**src/rtl/reg_dump_pkg.sv**
```systemverilog
`default_nettype none
// ============================================================================
// Module   : reg_dump_pkg
// Purpose  : Shared state encoding and default widths for the register-file
//            dumper (reg_file_dumper and its helpers).
// Revision : 1.0 - initial release
// ============================================================================
package reg_dump_pkg;

    // Default data width (matches register file) and address width
    localparam int c_default_n    = 32;
    localparam int c_default_addr = 5;

    // Fixed state encoding, shared with anything decoding the FSM
    localparam logic [2:0] c_st_idle  = 3'd0;
    localparam logic [2:0] c_st_read  = 3'd1;
    localparam logic [2:0] c_st_send  = 3'd2;
    localparam logic [2:0] c_st_final = 3'd3;
    localparam logic [2:0] c_st_done  = 3'd4;

    typedef enum logic [2:0] {
        ST_IDLE  = c_st_idle,
        ST_READ  = c_st_read,
        ST_SEND  = c_st_send,
        ST_FINAL = c_st_final,
        ST_DONE  = c_st_done
    } state_t;

endpackage
`default_nettype wire

```
**src/rtl/reg_dump_if.sv**
```systemverilog
`default_nettype none
// ============================================================================
// Module   : reg_dump_if
// Purpose  : Control, register-file read port and valid/ready dump stream of
//            the register-file dumper. master = dumper side, slave = host.
// Revision : 1.0 - initial release
// ============================================================================
interface reg_dump_if #(
    parameter int N    = reg_dump_pkg::c_default_n,
    parameter int ADDR = reg_dump_pkg::c_default_addr
);
    logic            start;
    logic [ADDR-1:0] first_addr;
    logic [ADDR-1:0] last_addr;
    logic [ADDR-1:0] rd_addr;
    logic [N-1:0]    rd_data;
    logic            dump_valid;
    logic            dump_ready;
    logic [N-1:0]    dump_data;
    logic [ADDR-1:0] dump_addr;
    logic            dump_last;
    logic            busy;
    logic            done;

    modport master (
        input  start, first_addr, last_addr, rd_data, dump_ready,
        output rd_addr, dump_valid, dump_data, dump_addr, dump_last, busy, done
    );

    modport slave (
        output start, first_addr, last_addr, rd_data, dump_ready,
        input  rd_addr, dump_valid, dump_data, dump_addr, dump_last, busy, done
    );

endinterface
`default_nettype wire

```
**src/rtl/reg_dump_checksum.sv**
```systemverilog
`default_nettype none
// ============================================================================
// Module   : reg_dump_checksum
// Purpose  : N-bit XOR accumulator with synchronous clear and enable; folds
//            every dumped word into a running checksum.
// Revision : 1.0 - initial release
// ============================================================================
module reg_dump_checksum #(
    parameter int N = reg_dump_pkg::c_default_n
) (
    input  wire logic         clk,
    input  wire logic         reset,
    input  wire logic         clr,
    input  wire logic         en,
    input  wire logic [N-1:0] din,
    output      logic [N-1:0] sum
);

    logic [N-1:0] r_sum;

    // Accumulate: clear wins over enable so a new dump starts from zero
    always_ff @(posedge clk or posedge reset) begin
        if (reset) begin
            r_sum <= '0;
        end else if (clr) begin
            r_sum <= '0;
        end else if (en) begin
            r_sum <= r_sum ^ din;
        end
    end

    assign sum = r_sum;

endmodule
`default_nettype wire

```
**src/rtl/reg_file_dumper.sv**
```systemverilog
`default_nettype none
// ============================================================================
// Module   : reg_file_dumper
// Purpose  : Walks a programmed register-file address range (with wrap),
//            snapshots each word through one read port and streams it out
//            over valid/ready with address and last tags.
//            Build option REG_DUMP_CHECKSUM_EN: append one XOR-checksum word
//            after the last register word and move the last tag onto it.
// Revision : 1.0 - initial release
// ============================================================================
module reg_file_dumper
    import reg_dump_pkg::*;
#(
    parameter int N    = c_default_n,
    parameter int ADDR = c_default_addr
) (
    input wire logic  clk,
    input wire logic  reset,
    reg_dump_if.master bus
);

    state_t          r_state;
    state_t          w_next;
    logic [ADDR-1:0] r_cnt;
    logic [ADDR-1:0] r_last;
    logic [N-1:0]    r_data;
    logic            w_at_last;

    assign w_at_last = (r_cnt == r_last);

`ifdef REG_DUMP_CHECKSUM_EN
    logic [N-1:0] w_sum;

    // Checksum restarts on start accept and folds each word as it is captured
    reg_dump_checksum #(.N(N)) u_checksum (
        .clk   (clk),
        .reset (reset),
        .clr   ((r_state == ST_IDLE) && bus.start),
        .en    (r_state == ST_READ),
        .din   (bus.rd_data),
        .sum   (w_sum)
    );
`endif

    // State register
    always_ff @(posedge clk or posedge reset) begin
        if (reset) begin
            r_state <= ST_IDLE;
        end else begin
            r_state <= w_next;
        end
    end

    // Next-state logic
    always_comb begin
        w_next = r_state;
        case (r_state)
            ST_IDLE:  if (bus.start) w_next = ST_READ;
            ST_READ:  w_next = ST_SEND;
            ST_SEND: begin
                if (bus.dump_ready) begin
`ifdef REG_DUMP_CHECKSUM_EN
                    w_next = w_at_last ? ST_FINAL : ST_READ;
`else
                    w_next = w_at_last ? ST_DONE : ST_READ;
`endif
                end
            end
`ifdef REG_DUMP_CHECKSUM_EN
            ST_FINAL: if (bus.dump_ready) w_next = ST_DONE;
`endif
            ST_DONE:  w_next = ST_IDLE;
            default:  w_next = ST_IDLE;
        endcase
    end

    // Address counter, latched end address and captured word
    always_ff @(posedge clk or posedge reset) begin
        if (reset) begin
            r_cnt  <= '0;
            r_last <= '0;
            r_data <= '0;
        end else begin
            case (r_state)
                ST_IDLE: begin
                    if (bus.start) begin
                        r_cnt  <= bus.first_addr;
                        r_last <= bus.last_addr;
                    end
                end
                ST_READ: r_data <= bus.rd_data;
                ST_SEND: begin
                    // Natural overflow gives the modulo-2**ADDR wrap
                    if (bus.dump_ready && !w_at_last) begin
                        r_cnt <= r_cnt + 1'b1;
                    end
                end
                default: ;
            endcase
        end
    end

    // Outputs decoded from state so reset clears them without waiting a clock
    always_comb begin
        bus.rd_addr    = r_cnt;
        bus.dump_valid = 1'b0;
        bus.dump_data  = r_data;
        bus.dump_addr  = r_cnt;
        bus.dump_last  = 1'b0;
        bus.busy       = 1'b0;
        bus.done       = 1'b0;
        case (r_state)
            ST_READ: bus.busy = 1'b1;
            ST_SEND: begin
                bus.busy       = 1'b1;
                bus.dump_valid = 1'b1;
`ifndef REG_DUMP_CHECKSUM_EN
                bus.dump_last  = w_at_last;
`endif
            end
`ifdef REG_DUMP_CHECKSUM_EN
            ST_FINAL: begin
                bus.busy       = 1'b1;
                bus.dump_valid = 1'b1;
                bus.dump_data  = w_sum;
                bus.dump_addr  = r_last;
                bus.dump_last  = 1'b1;
            end
`endif
            ST_DONE: bus.done = 1'b1;
            default: ;
        endcase
    end

endmodule
`default_nettype wire

```
**src/flat_wrapper.sv**
```systemverilog
// flat-port wrapper written by rule: the top's interface ports become plain ports
module reg_file_dumper_flat import reg_dump_pkg::*;
#(
    parameter int N    = c_default_n,
    parameter int ADDR = c_default_addr
)
  (clk, reset, bus_start, bus_first_addr, bus_last_addr, bus_rd_data, bus_dump_ready, bus_rd_addr, bus_dump_valid, bus_dump_data, bus_dump_addr, bus_dump_last, bus_busy, bus_done);
  reg_dump_if #(.N(N), .ADDR(ADDR)) bus_i ();
  input wire logic clk;
  input wire logic reset;
  input wire logic [$bits(bus_i.start)-1:0] bus_start;
  input wire logic [$bits(bus_i.first_addr)-1:0] bus_first_addr;
  input wire logic [$bits(bus_i.last_addr)-1:0] bus_last_addr;
  input wire logic [$bits(bus_i.rd_data)-1:0] bus_rd_data;
  input wire logic [$bits(bus_i.dump_ready)-1:0] bus_dump_ready;
  output wire logic [$bits(bus_i.rd_addr)-1:0] bus_rd_addr;
  output wire logic [$bits(bus_i.dump_valid)-1:0] bus_dump_valid;
  output wire logic [$bits(bus_i.dump_data)-1:0] bus_dump_data;
  output wire logic [$bits(bus_i.dump_addr)-1:0] bus_dump_addr;
  output wire logic [$bits(bus_i.dump_last)-1:0] bus_dump_last;
  output wire logic [$bits(bus_i.busy)-1:0] bus_busy;
  output wire logic [$bits(bus_i.done)-1:0] bus_done;
  assign bus_i.start = bus_start;
  assign bus_i.first_addr = bus_first_addr;
  assign bus_i.last_addr = bus_last_addr;
  assign bus_i.rd_data = bus_rd_data;
  assign bus_i.dump_ready = bus_dump_ready;
  assign bus_rd_addr = bus_i.rd_addr;
  assign bus_dump_valid = bus_i.dump_valid;
  assign bus_dump_data = bus_i.dump_data;
  assign bus_dump_addr = bus_i.dump_addr;
  assign bus_dump_last = bus_i.dump_last;
  assign bus_busy = bus_i.busy;
  assign bus_done = bus_i.done;
  reg_file_dumper #(.N(N), .ADDR(ADDR)) u_core (.clk(clk), .reset(reset), .bus(bus_i));
endmodule
```
**config.mk**
```make
export PLATFORM = sky130hd
export DESIGN_NAME = reg_file_dumper_flat
export DESIGN_NICKNAME = d
export VERILOG_FILES = /design/src/rtl/reg_dump_pkg.sv /design/src/rtl/reg_dump_if.sv /design/src/rtl/reg_dump_checksum.sv /design/src/rtl/reg_file_dumper.sv /design/src/flat_wrapper.sv
export SDC_FILE = /design/constraint.sdc
export NUM_CORES = 1
export LEC_CHECK = 0
export ABC_AREA = 1
export BUFFER_PORTS_ARGS = -buffer_cell sky130_fd_sc_hd__buf_4
export CORE_MARGIN = 4
export CORE_UTILIZATION = 50
export DETAILED_ROUTE_END_ITERATION = 7
export GPL_TIMING_DRIVEN = 0
export PLACE_DENSITY = 0.84
export REMOVE_ABC_BUFFERS = 1
export SETUP_SLACK_MARGIN = 0.5
export SLEW_MARGIN = 20
export SYNTH_ARGS = -nofsm -noshare
export SYNTH_HDL_FRONTEND = slang
export SYNTH_SLANG_ARGS = --single-unit
```
**constraint.sdc**
```tcl
create_clock -name clk -period 2.5 [get_ports clk]
set_clock_uncertainty 0.2 [all_clocks]
set_input_delay 0 -clock clk [delete_from_list [all_inputs] [get_ports clk]]
set_output_delay 0 -clock clk [all_outputs]
set_load 0.03 [all_outputs]
```
Word-level counts from Yosys, hierarchy flattened --
Index checks and enable logic that the tools add are counted.
Storage, ports and cells: latch bits 0, ROM bits 0, output and inout bits 46, flip-flop bits (word level) 45, bits in writable memories 0, memories kept 0
Cells by class: shift-type cells 0, bitwise logic cells 0, multipliers 0, eq/ne operators 7, divide/modulo/power cells 0, order comparisons 0, add/sub/neg operators 1, mux-type cells 11, reduce and logical (&&, ||, !) cells 8
Operators with widths (number):
- 5-bit 2-to-1 mux | 2
- 5-bit case mux with 2 select lines | 1
- 3-bit 2-to-1 mux | 3
- 3-bit case mux with 3 select lines | 1
- 5-bit by 1-bit adder with 5-bit output, second input constant | 1
- 5-bit == test | 1
- 1-bit 2-to-1 mux | 4
- 2-bit != test, second input constant | 2
- 2-bit AND reduction | 2
- 3-bit by 1-bit == test with 1-bit output, second input constant | 1
- 3-bit by 2-bit == test with 1-bit output, second input constant | 1
- 3-bit == test, second input constant | 1
- 3-bit zero test | 1
- 3-bit AND reduction | 1
- 2-bit by 1-bit != test with 1-bit output, second input constant | 1
- 2-bit nonzero test | 1
- 2-bit OR reduction | 1
- 1-bit logical AND | 1
- 1-bit zero test | 1

Longest topological paths before layout --
Gate-level depths: netlist (run 1).
depth after elaboration 5, depth in mapped cells 9, mapped depth without buffers 9

Worst setup path before layout (run 1) --
No wires, ideal clock.
path kind flip-flop to output port, from reg u_core.r_cnt[2], in the netlist u_core.bus.dump_addr[2], to out bus_dump_last, cell stages (with the launch flop) 8, required time 2.300 ns, setup slack 0.836 ns, arrival time 1.464 ns, path through dfrtp_1 buf_4 inv_1 nand2_1 nand2_1 nor2_4 nand3_1 nor2_1
Between the ends: cells in the longest elaborated chain, start to end 2
RTL lines:
- start: declaration | line reg_file_dumper.sv:24 | logic [ADDR-1:0] r_cnt;
- start signal: assignment | line reg_file_dumper.sv:87 | r_cnt <= bus.first_addr;
- start signal: assignment | line reg_file_dumper.sv:95 | r_cnt <= r_cnt + 1'b1;
- 5-bit == test | line reg_file_dumper.sv:29 | assign w_at_last = (r_cnt == r_last);
- 1-bit 2-to-1 mux | line reg_file_dumper.sv:112 | case (r_state)
- end: declaration | line flat_wrapper.sv:20 | output wire logic [$bits(bus_i.dump_last)-1:0] bus_dump_last;
No other way between the ends.

Worst setup path in the final report (run 1) --
from reg u_core.r_state[0], to reg u_core.r_last[3]
Between the ends: cells in the longest elaborated chain, start to end 2
RTL lines:
- start: declaration | line reg_file_dumper.sv:22 | state_t r_state;
- start signal: assignment | line reg_file_dumper.sv:50 | r_state <= w_next;
- 3-bit zero test | line reg_file_dumper.sv:84 | case (r_state)
- 2-bit AND reduction (no line)
- end signal: assignment | line reg_file_dumper.sv:88 | r_last <= bus.last_addr;
- end: declaration | line reg_file_dumper.sv:25 | logic [ADDR-1:0] r_last;
No other way between the ends. A chain may end at the register's enable or synchronous reset.

==> results of run 1 <==
[worst max-delay path by stage]
stage / to / slack, ns / depth (start not counted)
6_report: u_core.r_last[3]$_DFFE_PP0P_ / 0.63 / 7
3_5_place_dp: u_core.bus.dump_data[16]$_DFFE_PP0N_ / 0.79 / 3
4_1_cts: u_core.r_last[1]$_DFFE_PP0P_ / 0.59 / 7
3_3_place_gp: u_core.bus.dump_data[1]$_DFFE_PP0N_ / 0.64 / 2
5_1_grt: u_core.r_last[3]$_DFFE_PP0P_ / 0.54 / 7
2_1_floorplan: bus_dump_last / 0.64 / 6
[where the power goes]
part           internal (W)  leakage, nW  switching [W]
sequential          0.00110        0.529       0.000280
combinational       0.00109         1.07        0.00150
clock              0.000197       0.0374       0.000242
[timing repair]
item	in CTS	in global routing
gates resized for setup	0	2
hold endpoints to repair	89	0
hold buffers	48	0
endpoints found under the setup margin	0	3
[metal layers]
metal  GRT usage (%)  vias up
li1                -      849
met1            25.2      857
met2            38.5       73
met3            4.16       16
met4            10.9        0
met5               0        -
[cell families (layout without fill, tap and decap cells)]
kind of cell	after synthesis	count (layout)
other	0	1
buffers and inverters	24	162
adder cells (fa/ha/maj)	1	1
flip-flops	45	45
AND/OR/NAND/NOR	63	63
XOR/XNOR	2	2
multiplexers	34	34
AO/OA/AOI/OAI	8	8
[sequential cells by signal, summed over array words and instances, names as in the netlist]
signal / cells
u_core.bus.dump_data: 32
u_core.r_last: 5
u_core.r_state: 3
u_core.bus.dump_addr: 5
[cells in the mapped netlist, drive strengths merged (2+ instances only)]
cell	count	area [um^2]
buf	10	83.8
xnor2	2	17.5
o21ai	4	23.8
dfrtp	45	1130
nand3	10	67.6
a21oi	3	15.0
mux2	34	387
nand4	2	27.5
nor2	13	68.8
inv	13	51.3
nand2	37	161
[stage by stage]
stage / hold slack, ns / setup WS (ns) / util, % / cells / instance area [um^2]
final: 0.0304 / 0.634 / 83.0 / 366 / 3320
after global routing: 0.0525 / 0.544 / 83.0 / 365 / 3320
after CTS: 0.0204 / 0.592 / 82.7 / 365 / 3310
after detailed placement: -0.218 / 0.786 / 68.5 / 309 / 2740
after global placement: 0.0197 / 0.635 / 68.0 / 308 / 2720
after floorplan: -0.0882 / 0.636 / - / 167 / 1970
[critical path, stage by stage (launching register included)]
cell           delay, ns
dfrtp_1             0.44
inv_2               0.11
nand2_4             0.07
nor2_4              0.12
nand2_4             0.10
nor2_1              0.11
dlygate4sd3_1       0.57
a21oi_1             0.04
[layout make-up]
cell class	instances	area [um^2]
clock inverter	2	15.0
tap	50	62.6
timing repair buffer	140	1180
multi-input combinational	108	803
sequential	45	1130
fill	224	679
inverter	14	55.1
clock buffer	6	72.6
antenna	1	2.50
==> flow_summary.ini, run 1 <==
[logic_synthesis]
post_synth.cell_area_avg_um2 = 11.6
synth_edf_count = 0
synth_compound_area_share_pct = 2.25
synthMuxAreaShare_pct = 18.8
async_reset_ff_share_pct = 100
synth_sequential_area_ratio_pct = 54.7
synth_xor_area_share_pct = 0.851
yosys_warnings = 0
synth_fa_ha_area_share_pct = 0.608
synth_flop_cell = dfrtp_1
synth_top_family_by_area = multiplexers
yosys.area_share.simple_pct = 16.0
synthesis.area_um2 = 2060
yosysUniqueCellTypes = 29
synth_seq_cells = 45
postSynthCellCount = 177

[critical_path]
r2r_start = u_core.r_state[0]$_DFFE_PP0P_
cp-start-kind = register
crit_type = register to register
r2r_slack_ns = 0.63
reg2reg_depth = 7
reg2reg_to = u_core.r_last[3]$_DFFE_PP0P_
critical_path_arrival_ns = 1.85
crit_fanout = 8
cp.required_ns = 2.48
critPathLaunch = u_core.r_state[0]$_DFFE_PP0P_
critPathCaptureType = register

[job]
max-cap-violations = 0

[global_routing]
grt_pass1_vias = 1858
antenna_found_initial = 0
overflow = 0
grt_max_degree = 35
grt_usage_pct = 21.8
grt_pass1_wl_mm = 8.83

[sta]
rsz0062_at_grt = no
period_needed_ns = 1.87
setup_viol = 0
hold_violations = 0
fin_tns_setup_ns = 0
worst_pin_slew_ns = 0.489
drv_slew = 0
max-slew-margin-rel_pct = 67.4
fin_crit_sh_pct = 74.7
fmax_mhz = 536

[drt]
dr_wl_met2_mm = 2.91
drc = 0
drt_first_pass_iters = 4
viasPerCell = 4.90
via_count = 1795
drtIter0Drc = 75
ant_nets = 0
top_layer = met4
wire_per_inst_um = 14.8
met3_length_um = 341
routed_wl_mm = 5.40
routedLengthMet1_mm = 1.99

[power_and_ir_drop]
power_w = 0.00441
power_leakage_nw = 1.64
ir_drop_mv = 0.676
powerDensity_nw_per_um2 = 1330

[clock_tree]
cts.htree.levels = 2
clock_path_buffers = 2
cts.sink_count = 45
cts_inserted_buffers = 5
clock_latency_ns = 0.29
ctsRootBufferMaster = clkbuf_8
cts_tree = built
cts_post_setup_buffers_inserted = 0
clk_pin_slew_ns = 0.09

[floorplan]
die_area_um2 = 5210
io_pins = 92
rows = 23
die_w_um = 72.2
die_h_um = 72.2
start_util_pct = 51.5
coreArea_um2 = 4000

[min_path]
hold_path_class = input pin to async pin

[final_layout]
layout_common_cells = 91 x buf_4, 48 x dlygate4sd3_1, 45 x dfrtp_1
drive_gt1_share_pct = 47.3
mostFrequentLayoutCell = buf_4
area_delta_synth_final_pct = 61.3
nNetsFinal = 361

[placement]
dp_hpwl_mm = 3.36
gp_congestion = 0.845
numPortBuffers = 91

[status]
status = completed
(Power assumes the default switching activity.)
==> run 2, diff against run 1 <==
--- a/config.mk
+++ b/config.mk
@@ -8,10 +8,10 @@
 export ABC_AREA = 1
 export BUFFER_PORTS_ARGS = -buffer_cell sky130_fd_sc_hd__buf_4
 export CORE_MARGIN = 4
-export CORE_UTILIZATION = 50
+export CORE_UTILIZATION = 47
 export DETAILED_ROUTE_END_ITERATION = 7
 export GPL_TIMING_DRIVEN = 0
-export PLACE_DENSITY = 0.84
+export PLACE_DENSITY = 0.8
 export REMOVE_ABC_BUFFERS = 1
 export SETUP_SLACK_MARGIN = 0.5
 export SLEW_MARGIN = 20
==> constraint.sdc (replaced) <==
create_clock -name clk -period 1.9 [get_ports clk]
set_clock_uncertainty 0.2 [all_clocks]
set_input_delay 0 -clock clk [delete_from_list [all_inputs] [get_ports clk]]
set_output_delay 0 -clock clk [all_outputs]
set_load 0.03 [all_outputs]
==> flow_summary.ini, run 2 (synthesis results as in run 1) <==
[clock_tree]
cts_inserted_buffers = 5
clock_path_buffers = 2
cts.htree.levels = 2
cts_tree = built
ctsRootBufferMaster = clkbuf_8
cts.sink_count = 45
clk_pin_slew_ns = 0.08
clock_latency_ns = 0.30

[sta]
worst_pin_slew_ns = 0.313
rsz0062_at_grt = yes
fin_crit_sh_pct = 97.3
drv_slew = 0
max-slew-margin-rel_pct = 79.1
hold_violations = 0
timing.hold.ws_ns = 0.0222
setup_ws_ns = 0.0507
fin_tns_setup_ns = 0
setup_viol = 0
period_needed_ns = 1.85
fmax_mhz = 541

[drt]
drt_first_pass_iters = 5
viasPerCell = 5.91
drc = 0
ant_nets = 0
wire_per_inst_um = 27.1
routed_wl_mm = 10.7
via_count = 2335
drtIter0Drc = 235

[critical_path]
crit_path_end = bus_dump_last
cp.required_ns = 1.70
critPathCaptureType = output port
crit_fanout = 3
r2r_slack_ns = 0.08
cp-start-kind = register
crit_type = register to output port
critical_path_arrival_ns = 1.65
critPathLaunch = u_core.bus.dump_addr[1]$_DFFE_PP0P_
reg2reg_to = u_core.bus.dump_addr[0]$_DFFE_PP0P_
reg2reg_depth = 8
r2r_start = u_core.bus.dump_addr[1]$_DFFE_PP0P_

[floorplan]
io_pins = 92
die_area_um2 = 5500
coreArea_um2 = 4120
start_util_pct = 50.0
die_w_um = 74.2
rows = 23
die_h_um = 74.2

[global_routing]
antenna_found_initial = 0
grt_pass1_wl_mm = 11.5
grt_pass1_vias = 2264
overflow = 0
grt_max_degree = 33
grt_usage_pct = 28.8

[power_and_ir_drop]
ir_drop_mv = 1.30
power_w = 0.00777
power_leakage_nw = 1.98
powerDensity_nw_per_um2 = 1990

[status]
status = completed

[min_path]
hold_path_class = input pin to async pin

[final_layout]
nFillCells = 105
stdcell_count = 395
layout_common_cells = 108 x buf_4, 45 x dlygate4sd3_1, 39 x dfrtp_1
multi_input_area_um2 = 1060
largest_reg_flops = 32
nNetsFinal = 392
n_antenna_cell = 0
area_delta_synth_final_pct = 89.3
seqCellArea_um2 = 1130
drive_gt1_share_pct = 60.0
mostFrequentLayoutCell = buf_4

[placement]
gp_congestion = 0.855
dp_hpwl_mm = 3.59
post-place-ws_ns = 0.212
numPortBuffers = 91
dp_cells = 309

[job]
max-cap-violations = 0
-- run 2: changes by cell type in the layout (fill, tap and decap cells not counted), sizes merged --
cell,before,now
clkbuf,6,8
dlygate4sd3,48,45
buf,92,123
diode,1,0
inv,13,11
clkinv,1,3
nand3,10,12
clkinvlp,2,0
-- run 2: timing repair --
action | in CTS | in global routing
pin swaps | 6 | 10
resized for setup | 18 | 67
endpoints found under the hold margin | 89 | 0
setup buffers | 21 | 10
cloned | 2 | 1
setup endpoints to repair | 45 | 51
hold buffers | 45 | 0
-- run 2: how the worst min path moves through the flow --
stage | startpoint | end | slack [ns]
final | reset | u_core.bus.dump_data[2]$_DFFE_PP0N_ | 0.02
after global routing | reset | u_core.bus.dump_data[2]$_DFFE_PP0N_ | 0.04
after CTS | reset | u_core.bus.dump_data[2]$_DFFE_PP0N_ | 0.01
after detailed placement | reset | u_core.bus.dump_data[2]$_DFFE_PP0N_ | -0.22
after global placement | bus_rd_data[16] | u_core.bus.dump_data[16]$_DFFE_PP0N_ | 0.01
after floorplan | bus_dump_ready | u_core.r_state[1]$_DFFE_PP0P_ | -0.09
-- run 2: where the power goes --
part           internal [W]  total (W)  switching [W]
Sequential          0.00146    0.00193       0.000476
Clock              0.000289   0.000621       0.000332
Combinational       0.00235    0.00521        0.00287
-- run 2: layer usage --
metal  share of wire, %  routed length [um]  track usage (%)  up-vias
li1                   -                   -                -      909
met3                9.7                1040             6.22       75
met1                 33                3570             31.5     1137
met5                  0                   0                0        -
met4                6.7                 716             16.9        0
met2                 50                5400             51.3      214
-- run 2: critical path, cell delays in order, from the launching register on --
cell     delay, ns
dfrtp_2       0.44
nand2_1       0.13
nand2_1       0.11
nor2_2        0.18
nand3_2       0.09
nor2_1        0.19
buf_4         0.20
-- run 2: area by class of cell --
cell class / count / area share, %
Clock buffer: 7 / 2.22
Inverter: 14 / 1.67
Multi-Input combinational cell: 110 / 27.2
Sequential cell: 45 / 29.1
Tap cell: 50 / 1.61
Timing Repair Buffer: 169 / 38.2
-- run 2: stage by stage --
step	utilization (%)	instance area, um^2
final	94.7	3900
after global routing	94.7	3900
after CTS	85.9	3530
after detailed placement	66.6	2740
after global placement	66.1	2720
after floorplan	-	1970
==> run 3, diff against run 2 <==
--- a/config.mk
+++ b/config.mk
@@ -10,7 +10,6 @@
 export CORE_MARGIN = 4
 export CORE_UTILIZATION = 47
 export DETAILED_ROUTE_END_ITERATION = 7
-export GPL_TIMING_DRIVEN = 0
 export PLACE_DENSITY = 0.8
 export REMOVE_ABC_BUFFERS = 1
 export SETUP_SLACK_MARGIN = 0.5
==> flow_summary.ini, run 3 (synthesis results as in run 1) <==
[sta]
hold_violations = 0
period_needed_ns = 1.91
fin_tns_setup_ns = -0.00951
drv_slew = 0
setup_ws_ns = -0.00951
worst_pin_slew_ns = 0.581
rsz0062_at_grt = yes
max-slew-margin-rel_pct = 61.2
fin_crit_sh_pct = 101
fmax_mhz = 524
timing.hold.ws_ns = 0.195
setup_viol = 1

[floorplan]
io_pins = 92
die_w_um = 74.2
die_h_um = 74.2
rows = 23
coreArea_um2 = 4120
die_area_um2 = 5500
start_util_pct = 50.0

[final_layout]
fin_area_um2 = 3900
largest_reg_flops = 32
area_delta_synth_final_pct = 89.6
nNetsFinal = 398
mostFrequentLayoutCell = buf_4
layout_common_cells = 113 x buf_4, 45 x dlygate4sd3_1, 37 x dfrtp_1
stdcell_count = 404
nFillCells = 98
drive_gt1_share_pct = 62.2

[drt]
wire_per_inst_um = 29.1
drtIter0Drc = 344
ant_nets = 0
routed_wl_mm = 11.8
via_count = 2473
drt_first_pass_iters = 6
drc = 0
viasPerCell = 6.12

[clock_tree]
cts.sink_count = 45
clock_path_buffers = 2
clock_latency_ns = 0.31
ctsRootBufferMaster = clkbuf_8
cts_inserted_buffers = 5
clk_pin_slew_ns = 0.10
cts_tree = built
cts.htree.levels = 2

[global_routing]
grt_usage_pct = 27.7
grt_pass1_vias = 2156
grt_pass1_wl_mm = 11.0
grt_max_degree = 46
antenna_found_initial = 2
overflow = 0

[status]
status = finished, violations left
violations = negative setup slack

[placement]
gp_congestion = 0.848
dp_cells = 309
numPortBuffers = 91
dpl_cell_area_um2 = 2730
dp_hpwl_mm = 3.49

[critical_path]
cp-start-kind = register
crit_fanout = 7
cp.required_ns = 1.88
critical_path_arrival_ns = 1.89
crit_type = register to register
critPathCaptureType = register

[power_and_ir_drop]
power_w = 0.00804
power_leakage_nw = 1.93
powerDensity_nw_per_um2 = 2060
ir_drop_mv = 1.58

[job]
max-cap-violations = 0

[min_path]
hold_path_class = input pin to async pin
## run 3: changes by cell type in the layout (fill, tap and decap cells not counted), sizes merged
cell and change:
nand3 +2, diode +2, bufinv +1, buf +5, clkbuf -1, inv +2, clkinv -2
## run 3: repair_timing
item | 4_1_cts | 5_1_grt
buffers inserted | 20 | 16
gates cloned | 2 | 2
pin swaps | 7 | 15
endpoints found under the hold margin | 89 | 0
hold buffers | 45 | 0
resized for setup | 25 | 55
endpoints found under the setup margin | 44 | 49
## run 3: worst paths after layout
kind | start | end | slack, ns | depth (start not counted)
worst min register to register | u_core.bus.dump_data[13]$_DFFE_PP0N_ | u_core.bus.dump_data[13]$_DFFE_PP0N_ | 0.32 | 1
max in group asynchronous | reset | u_core.bus.dump_addr[2]$_DFFE_PP0P_ | 0.87 | 4
worst max-delay path | u_core.r_state[2]$_DFFE_PP0P_ | u_core.r_last[3]$_DFFE_PP0P_ | -0.01 | 8
worst max register to register | u_core.r_state[2]$_DFFE_PP0P_ | u_core.r_last[3]$_DFFE_PP0P_ | -0.01 | 8
worst min-delay path | reset | u_core.bus.dump_data[31]$_DFFE_PP0N_ | 0.20 | 4
min in group clk | bus_rd_data[23] | u_core.bus.dump_data[23]$_DFFE_PP0N_ | 0.26 | 3
## run 3: cell type report
class                      count  area, um^2  share of cell area [%]
antenna                        2        5.00                   0.128
clock buffer                   7        86.3                    2.21
clock inverter                 1        30.0                   0.769
inverter                      14        70.1                    1.80
multi-input combinational    112        1030                    26.5
sequential                    45        1140                    29.1
tap                           50        62.6                    1.60
timing repair buffer         173        1480                    37.9
## run 3: layer usage
| layer | routed length (um) | up-vias | part of all wire [%] | GRT usage [%] |
|---|---|---|---|---|
| met5 | 0 | - | 0 | 0 |
| met4 | 1070 | 0 | 9.0 | 15.5 |
| met3 | 1190 | 103 | 10 | 5.95 |
| met2 | 5790 | 247 | 49 | 50.5 |
| met1 | 3710 | 1189 | 32 | 29.3 |
| li1 | - | 934 | - | - |
## run 3: power breakdown
group / leakage [nW] / internal, W / switching, W
sequential: 0.520 / 0.00146 / 0.000505
combinational: 1.35 / 0.00227 / 0.00301
clock: 0.0585 / 0.000430 / 0.000362
## run 3: through the flow
stage / util [%] / worst slack (ns)
after floorplan: - / 0.0361
final: 94.8 / -0.00951
after global placement: 66.3 / 0.267
after detailed placement: 66.3 / 0.247
after CTS: 86.5 / 0.388
after global routing: 94.8 / -0.0135
## run 3: worst max-delay path: stages, from the launching register on
cell,delay [ns]
dfrtp_1,0.46
clkinv_4,0.13
nand2_4,0.09
nor2_4,0.19
buf_4,0.17
nand2_8,0.08
buf_4,0.15
nor2_1,0.19
a21oi_1,0.12
